$ cat config.mk
export PLATFORM = sky130hd
export DESIGN_NAME = riscv_mem_arbiter_flat
export DESIGN_NICKNAME = d
export VERILOG_FILES = /design/src/rtl/riscv_mem_arbiter_if.sv /design/src/rtl/riscv_mem_arbiter.sv /design/src/flat_wrapper.sv
export SDC_FILE = /design/constraint.sdc
export NUM_CORES = 1
export LEC_CHECK = 0
export CORE_MARGIN = 2
export CORE_UTILIZATION = 25
export DETAILED_ROUTE_END_ITERATION = 16
export SETUP_SLACK_MARGIN = 0.3
export SYNTH_ARGS = -nofsm -noshare
export SYNTH_HDL_FRONTEND = slang
export SYNTH_SLANG_ARGS = --single-unit
$ cat constraint.sdc
create_clock -name clk_i -period 1.8 [get_ports clk_i]
set_input_delay 0.36 -clock clk_i [delete_from_list [all_inputs] [get_ports clk_i]]
set_output_delay 0.36 -clock clk_i [all_outputs]
set_load 0.1 [all_outputs]
$ cat src/rtl/riscv_mem_arbiter_if.sv
// Handshake bundle between the fetch port, the data port and the shared memory bus.
// The arbiter uses the slave view; the surrounding pipeline and bus slave use the master view.
interface riscv_mem_arbiter_if #(
    parameter int unsigned XLEN = 32
);
    // instruction-fetch port
    logic                imem_req_i;
    logic [XLEN-1:0]     imem_adr_i;
    logic                imem_ack_o;
    logic                imem_err_o;
    logic [XLEN-1:0]     imem_q_o;

    // data-memory port
    logic                dmem_req_i;
    logic [XLEN-1:0]     dmem_adr_i;
    logic [1:0]          dmem_size_i;
    logic                dmem_we_i;
    logic [XLEN-1:0]     dmem_d_i;
    logic                dmem_ack_o;
    logic                dmem_err_o;
    logic                dmem_misaligned_o;
    logic [XLEN-1:0]     dmem_q_o;

    // shared memory bus
    logic                mem_req_o;
    logic [XLEN-1:0]     mem_adr_o;
    logic                mem_we_o;
    logic [XLEN/8-1:0]   mem_be_o;
    logic [XLEN-1:0]     mem_d_o;
    logic                mem_ack_i;
    logic                mem_err_i;
    logic [XLEN-1:0]     mem_q_i;

    modport slave (
        input  imem_req_i, imem_adr_i,
        output imem_ack_o, imem_err_o, imem_q_o,
        input  dmem_req_i, dmem_adr_i, dmem_size_i, dmem_we_i, dmem_d_i,
        output dmem_ack_o, dmem_err_o, dmem_misaligned_o, dmem_q_o,
        output mem_req_o, mem_adr_o, mem_we_o, mem_be_o, mem_d_o,
        input  mem_ack_i, mem_err_i, mem_q_i
    );

    modport master (
        output imem_req_i, imem_adr_i,
        input  imem_ack_o, imem_err_o, imem_q_o,
        output dmem_req_i, dmem_adr_i, dmem_size_i, dmem_we_i, dmem_d_i,
        input  dmem_ack_o, dmem_err_o, dmem_misaligned_o, dmem_q_o,
        input  mem_req_o, mem_adr_o, mem_we_o, mem_be_o, mem_d_o,
        output mem_ack_i, mem_err_i, mem_q_i
    );
endinterface

$ cat src/rtl/riscv_mem_arbiter.sv
// Shares one request/acknowledge memory bus between instruction fetch and data access,
// aligning store lanes, generating byte enables and trapping misaligned data accesses.
module riscv_mem_arbiter #(
    parameter int unsigned XLEN = 32
) (
    input  logic                 clk_i,
    input  logic                 rst_ni,
    riscv_mem_arbiter_if.slave   bus
);
    localparam int unsigned BE_W  = XLEN / 8;
    localparam int unsigned OFF_W = $clog2(BE_W);

    typedef enum logic [1:0] {
        IDLE  = 2'd0,
        BUS_I = 2'd1,
        BUS_D = 2'd2,
        MISAL = 2'd3
    } state_e;

    state_e             state_q, state_d;
    logic               last_dmem_q, last_dmem_d;
    logic               mem_req_q, mem_req_d;
    logic [XLEN-1:0]    mem_adr_q, mem_adr_d;
    logic               mem_we_q, mem_we_d;
    logic [BE_W-1:0]    mem_be_q, mem_be_d;
    logic [XLEN-1:0]    mem_d_q, mem_d_d;

    logic               imem_ack, imem_err;
    logic               dmem_ack, dmem_err, dmem_misal;

    // ---------------- data-port lane decode ----------------
    logic [OFF_W-1:0]   d_off;
    logic [3:0]         d_nbytes;
    logic [BE_W-1:0]    d_be_base;
    logic [BE_W-1:0]    d_be;
    logic [XLEN-1:0]    d_lane_data;
    logic [XLEN-1:0]    d_adr_aligned;
    logic [XLEN-1:0]    i_adr_aligned;
    logic               d_misal;
    logic               grant_d, grant_i;
    logic               unused_imem_lsb;

    assign d_off         = bus.dmem_adr_i[OFF_W-1:0];
    assign d_adr_aligned = {bus.dmem_adr_i[XLEN-1:OFF_W], {OFF_W{1'b0}}};
    assign i_adr_aligned = {bus.imem_adr_i[XLEN-1:OFF_W], {OFF_W{1'b0}}};
    assign unused_imem_lsb = ^bus.imem_adr_i[OFF_W-1:0];

    always_comb begin
        d_nbytes = 4'd1;
        unique case (bus.dmem_size_i)
            2'd0:    d_nbytes = 4'd1;
            2'd1:    d_nbytes = 4'd2;
            2'd2:    d_nbytes = 4'd4;
            default: d_nbytes = 4'd8;
        endcase
    end

    // Lane gi is enabled when it lies inside the access width, before shifting by the offset.
    for (genvar gi = 0; gi < BE_W; gi++) begin : g_be_base
        assign d_be_base[gi] = (4'(gi) < d_nbytes);
    end

    assign d_be        = d_be_base << d_off;
    assign d_lane_data = bus.dmem_d_i << {d_off, 3'b000};

    // A dword request on a 32-bit bus has no legal encoding, so it is always trapped.
    always_comb begin
        d_misal = 1'b0;
        unique case (bus.dmem_size_i)
            2'd0:    d_misal = 1'b0;
            2'd1:    d_misal = bus.dmem_adr_i[0];
            2'd2:    d_misal = |bus.dmem_adr_i[1:0];
            default: d_misal = (XLEN < 64) || (|bus.dmem_adr_i[2:0]);
        endcase
    end

    // Round-robin on conflict: the port not granted last wins.
    assign grant_d = bus.dmem_req_i && (!bus.imem_req_i || !last_dmem_q);
    assign grant_i = bus.imem_req_i && !grant_d;

    // ---------------- sequencer ----------------
    always_comb begin
        state_d     = state_q;
        last_dmem_d = last_dmem_q;
        mem_req_d   = mem_req_q;
        mem_adr_d   = mem_adr_q;
        mem_we_d    = mem_we_q;
        mem_be_d    = mem_be_q;
        mem_d_d     = mem_d_q;
        imem_ack    = 1'b0;
        imem_err    = 1'b0;
        dmem_ack    = 1'b0;
        dmem_err    = 1'b0;
        dmem_misal  = 1'b0;

        unique case (state_q)
            IDLE: begin
                if (grant_d) begin
                    // A trapped access still counts as a grant so a stream of
                    // misaligned data requests cannot starve instruction fetch.
                    last_dmem_d = 1'b1;
                    if (d_misal) begin
                        state_d = MISAL;
                    end else begin
                        state_d   = BUS_D;
                        mem_req_d = 1'b1;
                        mem_adr_d = d_adr_aligned;
                        mem_we_d  = bus.dmem_we_i;
                        mem_be_d  = d_be;
                        mem_d_d   = d_lane_data;
                    end
                end else if (grant_i) begin
                    last_dmem_d = 1'b0;
                    state_d     = BUS_I;
                    mem_req_d   = 1'b1;
                    mem_adr_d   = i_adr_aligned;
                    mem_we_d    = 1'b0;
                    mem_be_d    = '1;
                    mem_d_d     = '0;
                end
            end
            BUS_I: begin
                if (bus.mem_ack_i || bus.mem_err_i) begin
                    imem_ack  = bus.mem_ack_i;
                    imem_err  = bus.mem_err_i && !bus.mem_ack_i;
                    mem_req_d = 1'b0;
                    state_d   = IDLE;
                end
            end
            BUS_D: begin
                if (bus.mem_ack_i || bus.mem_err_i) begin
                    dmem_ack  = bus.mem_ack_i;
                    dmem_err  = bus.mem_err_i && !bus.mem_ack_i;
                    mem_req_d = 1'b0;
                    state_d   = IDLE;
                end
            end
            MISAL: begin
                dmem_misal = 1'b1;
                state_d    = IDLE;
            end
            default: state_d = IDLE;
        endcase
    end

    always_ff @(posedge clk_i or negedge rst_ni) begin
        if (!rst_ni) begin
            state_q     <= IDLE;
            last_dmem_q <= 1'b0;
            mem_req_q   <= 1'b0;
            mem_adr_q   <= '0;
            mem_we_q    <= 1'b0;
            mem_be_q    <= '0;
            mem_d_q     <= '0;
        end else begin
            state_q     <= state_d;
            last_dmem_q <= last_dmem_d;
            mem_req_q   <= mem_req_d;
            mem_adr_q   <= mem_adr_d;
            mem_we_q    <= mem_we_d;
            mem_be_q    <= mem_be_d;
            mem_d_q     <= mem_d_d;
        end
    end

    // ---------------- outputs ----------------
    assign bus.mem_req_o         = mem_req_q;
    assign bus.mem_adr_o         = mem_adr_q;
    assign bus.mem_we_o          = mem_we_q;
    assign bus.mem_be_o          = mem_be_q;
    assign bus.mem_d_o           = mem_d_q;

    assign bus.imem_ack_o        = imem_ack;
    assign bus.imem_err_o        = imem_err;
    assign bus.imem_q_o          = bus.mem_q_i;
    assign bus.dmem_ack_o        = dmem_ack;
    assign bus.dmem_err_o        = dmem_err;
    assign bus.dmem_misaligned_o = dmem_misal;
    assign bus.dmem_q_o          = bus.mem_q_i;

endmodule
$ cat src/flat_wrapper.sv
// flat-port wrapper written by rule: the top's interface ports become plain ports
module riscv_mem_arbiter_flat 
#(
    parameter int unsigned XLEN = 32
)
  (clk_i, rst_ni, bus_imem_req_i, bus_imem_adr_i, bus_imem_ack_o, bus_imem_err_o, bus_imem_q_o, bus_dmem_req_i, bus_dmem_adr_i, bus_dmem_size_i, bus_dmem_we_i, bus_dmem_d_i, bus_dmem_ack_o, bus_dmem_err_o, bus_dmem_misaligned_o, bus_dmem_q_o, bus_mem_req_o, bus_mem_adr_o, bus_mem_we_o, bus_mem_be_o, bus_mem_d_o, bus_mem_ack_i, bus_mem_err_i, bus_mem_q_i);
  riscv_mem_arbiter_if #(.XLEN(XLEN)) bus_i ();
  input  logic clk_i;
  input  logic rst_ni;
  input wire logic [$bits(bus_i.imem_req_i)-1:0] bus_imem_req_i;
  input wire logic [$bits(bus_i.imem_adr_i)-1:0] bus_imem_adr_i;
  output wire logic [$bits(bus_i.imem_ack_o)-1:0] bus_imem_ack_o;
  output wire logic [$bits(bus_i.imem_err_o)-1:0] bus_imem_err_o;
  output wire logic [$bits(bus_i.imem_q_o)-1:0] bus_imem_q_o;
  input wire logic [$bits(bus_i.dmem_req_i)-1:0] bus_dmem_req_i;
  input wire logic [$bits(bus_i.dmem_adr_i)-1:0] bus_dmem_adr_i;
  input wire logic [$bits(bus_i.dmem_size_i)-1:0] bus_dmem_size_i;
  input wire logic [$bits(bus_i.dmem_we_i)-1:0] bus_dmem_we_i;
  input wire logic [$bits(bus_i.dmem_d_i)-1:0] bus_dmem_d_i;
  output wire logic [$bits(bus_i.dmem_ack_o)-1:0] bus_dmem_ack_o;
  output wire logic [$bits(bus_i.dmem_err_o)-1:0] bus_dmem_err_o;
  output wire logic [$bits(bus_i.dmem_misaligned_o)-1:0] bus_dmem_misaligned_o;
  output wire logic [$bits(bus_i.dmem_q_o)-1:0] bus_dmem_q_o;
  output wire logic [$bits(bus_i.mem_req_o)-1:0] bus_mem_req_o;
  output wire logic [$bits(bus_i.mem_adr_o)-1:0] bus_mem_adr_o;
  output wire logic [$bits(bus_i.mem_we_o)-1:0] bus_mem_we_o;
  output wire logic [$bits(bus_i.mem_be_o)-1:0] bus_mem_be_o;
  output wire logic [$bits(bus_i.mem_d_o)-1:0] bus_mem_d_o;
  input wire logic [$bits(bus_i.mem_ack_i)-1:0] bus_mem_ack_i;
  input wire logic [$bits(bus_i.mem_err_i)-1:0] bus_mem_err_i;
  input wire logic [$bits(bus_i.mem_q_i)-1:0] bus_mem_q_i;
  assign bus_i.imem_req_i = bus_imem_req_i;
  assign bus_i.imem_adr_i = bus_imem_adr_i;
  assign bus_imem_ack_o = bus_i.imem_ack_o;
  assign bus_imem_err_o = bus_i.imem_err_o;
  assign bus_imem_q_o = bus_i.imem_q_o;
  assign bus_i.dmem_req_i = bus_dmem_req_i;
  assign bus_i.dmem_adr_i = bus_dmem_adr_i;
  assign bus_i.dmem_size_i = bus_dmem_size_i;
  assign bus_i.dmem_we_i = bus_dmem_we_i;
  assign bus_i.dmem_d_i = bus_dmem_d_i;
  assign bus_dmem_ack_o = bus_i.dmem_ack_o;
  assign bus_dmem_err_o = bus_i.dmem_err_o;
  assign bus_dmem_misaligned_o = bus_i.dmem_misaligned_o;
  assign bus_dmem_q_o = bus_i.dmem_q_o;
  assign bus_mem_req_o = bus_i.mem_req_o;
  assign bus_mem_adr_o = bus_i.mem_adr_o;
  assign bus_mem_we_o = bus_i.mem_we_o;
  assign bus_mem_be_o = bus_i.mem_be_o;
  assign bus_mem_d_o = bus_i.mem_d_o;
  assign bus_i.mem_ack_i = bus_mem_ack_i;
  assign bus_i.mem_err_i = bus_mem_err_i;
  assign bus_i.mem_q_i = bus_mem_q_i;
  riscv_mem_arbiter #(.XLEN(XLEN)) u_core (.clk_i(clk_i), .rst_ni(rst_ni), .bus(bus_i));
endmodule
==> qor.csv <==
metric,value,unit
die_w,138,µm
final_common_cell,clkdlybuf4s50_1,
setup_viol,0,
route.detailed.drc,0,
grt_pass1_vias,4452,
portBuffers,175,
cp-startpoint,u_core.state_q[1],
num_vias,4284,
drtIter0Drc,155,
worstHoldPathType,in -> async,
fp.dieH,138,µm
core-area,0.0174,mm²
top_level_ports,276,
fin_crit_sh,0.996,
overflow,0,
hold_viol,0,
drv_slew,0,
critical_path_class,reg -> out,
root_buffer,clkbuf_16,
vdd.ir_drop.worst,1440,µV
syn_inst,426,
num_rows,48,
yosys_warnings,0,
fin_ws,0.00654,ns
r2r_start,u_core.state_q[1],
layout_min_cycle_time,1.79,ns
cp_cell_sequence,"buf_4, ha_2, and3b_2, buf_12",
drt_pass1_iterations,4,
fin_skew,0.00478,ns
drt_wl_total,19100,µm
crit_buf_inv,2,
antenna_found_initial,0,
grt_max_degree,72,
critPathMaxFanout,3,
r2r_cells,8,
area_growth,90.3,%
crit_arrival,1.43,ns
cellPowerDensity,1990,mW/mm²
maxCapViolCount,0,
most-common-layout-cells,"clkdlybuf4s50_1, buf_12, dfrtp_1, inv_1, a32o_1",
leakage,3.58,nW
fin_util,0.489,
synth_area_leader_cell,dfrtp_1,
avgRoutedWirePerCell,23.0,µm
reg2reg_slack,0.007,ns
finalSetupTns,0,ns
syn_avg_cell_area,10.5,µm²
cp_slowest_cell,dfrtp_1,
initial_core_util,0.257,
r2r-end,u_core.bus.mem_adr_o[11],
cts.reportedPaths.clkPinSlew,0.06,ns
cts.sink_count,71,
synthTopCellsByArea,"dfrtp_1, buf_4, a221oi_2",
ant_nets,0,
pre_cts_ws,-0.373,ns
cpPeakStageDelay,0.41,ns
crit_required,1.44,ns
gp_congestion,0.813,
cts_tree,built,
rsz0062_at_grt,yes,
netlist.area_leader.share,0.397,
numCtsBuffers,9,
synth-seq-cells,71,
ys_seq_area_frac,0.397,
layout.nets,738,
clk-insertion-delay-late,0.34,ns
status,finished clean,
crit_path_end_kind,primary output,
netlist_area,0.00448,mm²
cp-start-kind,flop,
vias_per_cell,5.18,
grt_pass1_wl,26600,µm
cp_top_family,flip-flops,
synth_cell_types,38,
grtUsageTotal,0.191,
timing.fmax,558,MHz
hpwlAfterDp,11200,µm
clk_path_buf_depth,2,
htree_levels,3,
dieArea,0.0190,mm²
final_layout_size_suffix_gt1_frac,0.432,
antenna_cells,0,
-- repair_timing --
action | CTS | global route
gates resized for setup | 63 | 34
setup endpoints to repair | 74 | 76
pin swaps | 29 | 29
hold endpoints to repair | 0 | 0
setup buffers | 22 | 8
cloned | 15 | 6
hold buffers | 0 | 0
-- worst max-delay path by stage --
stage / depth (start not counted) / endpoint / slack (ns)
2_1_floorplan: 7 / u_core.bus.mem_d_o[0] / 0.17
3_3_place_gp: 5 / u_core.bus.mem_adr_o[12] / -0.31
3_5_place_dp: 5 / u_core.bus.mem_adr_o[14] / -0.37
4_1_cts: 4 / bus_imem_err_o / 0.03
5_1_grt: 9 / u_core.bus.mem_adr_o[31] / -0.05
6_report: 4 / bus_dmem_err_o / 0.007
-- stage by stage --
stage	area (µm²)	power (mW)	hold slack [ns]	instances
floorplan	4520	9.82	0.0644	427
global placement	7000	13.3	0.407	760
detailed placement	7000	13.4	0.420	760
CTS	8130	16.5	0.0479	813
global route	8520	17.5	0.0633	827
finish	8520	16.9	0.0241	827
-- area by class of cell --
| class | instances | area, µm² |
|---|---|---|
| clock inverters | 3 | 17.5 |
| well taps | 225 | 282 |
| fillers | 1485 | 8900 |
| flip-flops and latches | 71 | 1780 |
| clock buffers | 13 | 260 |
| multi-input cells | 219 | 2210 |
| repair buffers | 261 | 3840 |
| inverters | 35 | 131 |
-- report_power, final --
part	total, mW	internal [mW]	leakage (nW)	switching (mW)
Sequential	3.05	2.26	0.865	0.796
Combinational	12.2	4.98	2.58	7.19
Clock	1.72	1.01	0.136	0.712
Total	16.9	8.24	3.58	8.70
-- cell usage after synthesis --
cell       number
or3_4           1
mux2i_1        24
buf_1           1
buf_6           6
a32oi_1         2
or4_1           1
o21ai_0         3
o221a_2         1
nor3b_1         1
conb_1          1
nor3_1         32
a2111oi_4       2
ha_1            4
a32o_1         33
and3b_1         2
a22oi_1         3
nor2_1          2
a221oi_1        4
a21oi_1        37
mux2_2          8
a221oi_2       26
o32ai_1         1
clkbuf_1       19
nand2_1         6
o2bb2ai_1       8
or2_2           1
or3b_2          1
a211oi_2        1
and2_1          4
buf_2           9
a21o_1          3
nand2b_1        2
a31oi_1         1
inv_1          35
dfrtp_1        71
buf_4          67
a2111o_1        1
nor2b_1         2
-- state kept, by name, indices dropped and copies added (netlist names) --
signal / flops
u_core.bus.mem_d_o: 32
u_core.bus.mem_adr_o: 30
u_core.bus.mem_be_o: 4
u_core.state_q: 2
u_core.bus.mem_req_o: 1
u_core.bus.mem_we_o: 1
u_core.last_dmem_q: 1
-- per-layer routing --
metal,part of all wire,global-route usage,vias up
met2,0.52,0.341,265
met3,0.10,0.0699,36
met4,0.029,0.0703,0
li1,-,-,1867
met5,0,0,-
met1,0.35,0.206,2116
-- logic make-up after synthesis --
family	count (synthesis)	synth area share
flip-flops	71	0.397
adder cells (fa/ha/maj)	4	0.0112
buffers and inverters	137	0.184
other	1	0.000838
multiplexers	32	0.0738
AND/OR/NAND/NOR	55	0.0668
AO/OA/AOI/OAI	126	0.267
(Power assumes the default switching activity.)
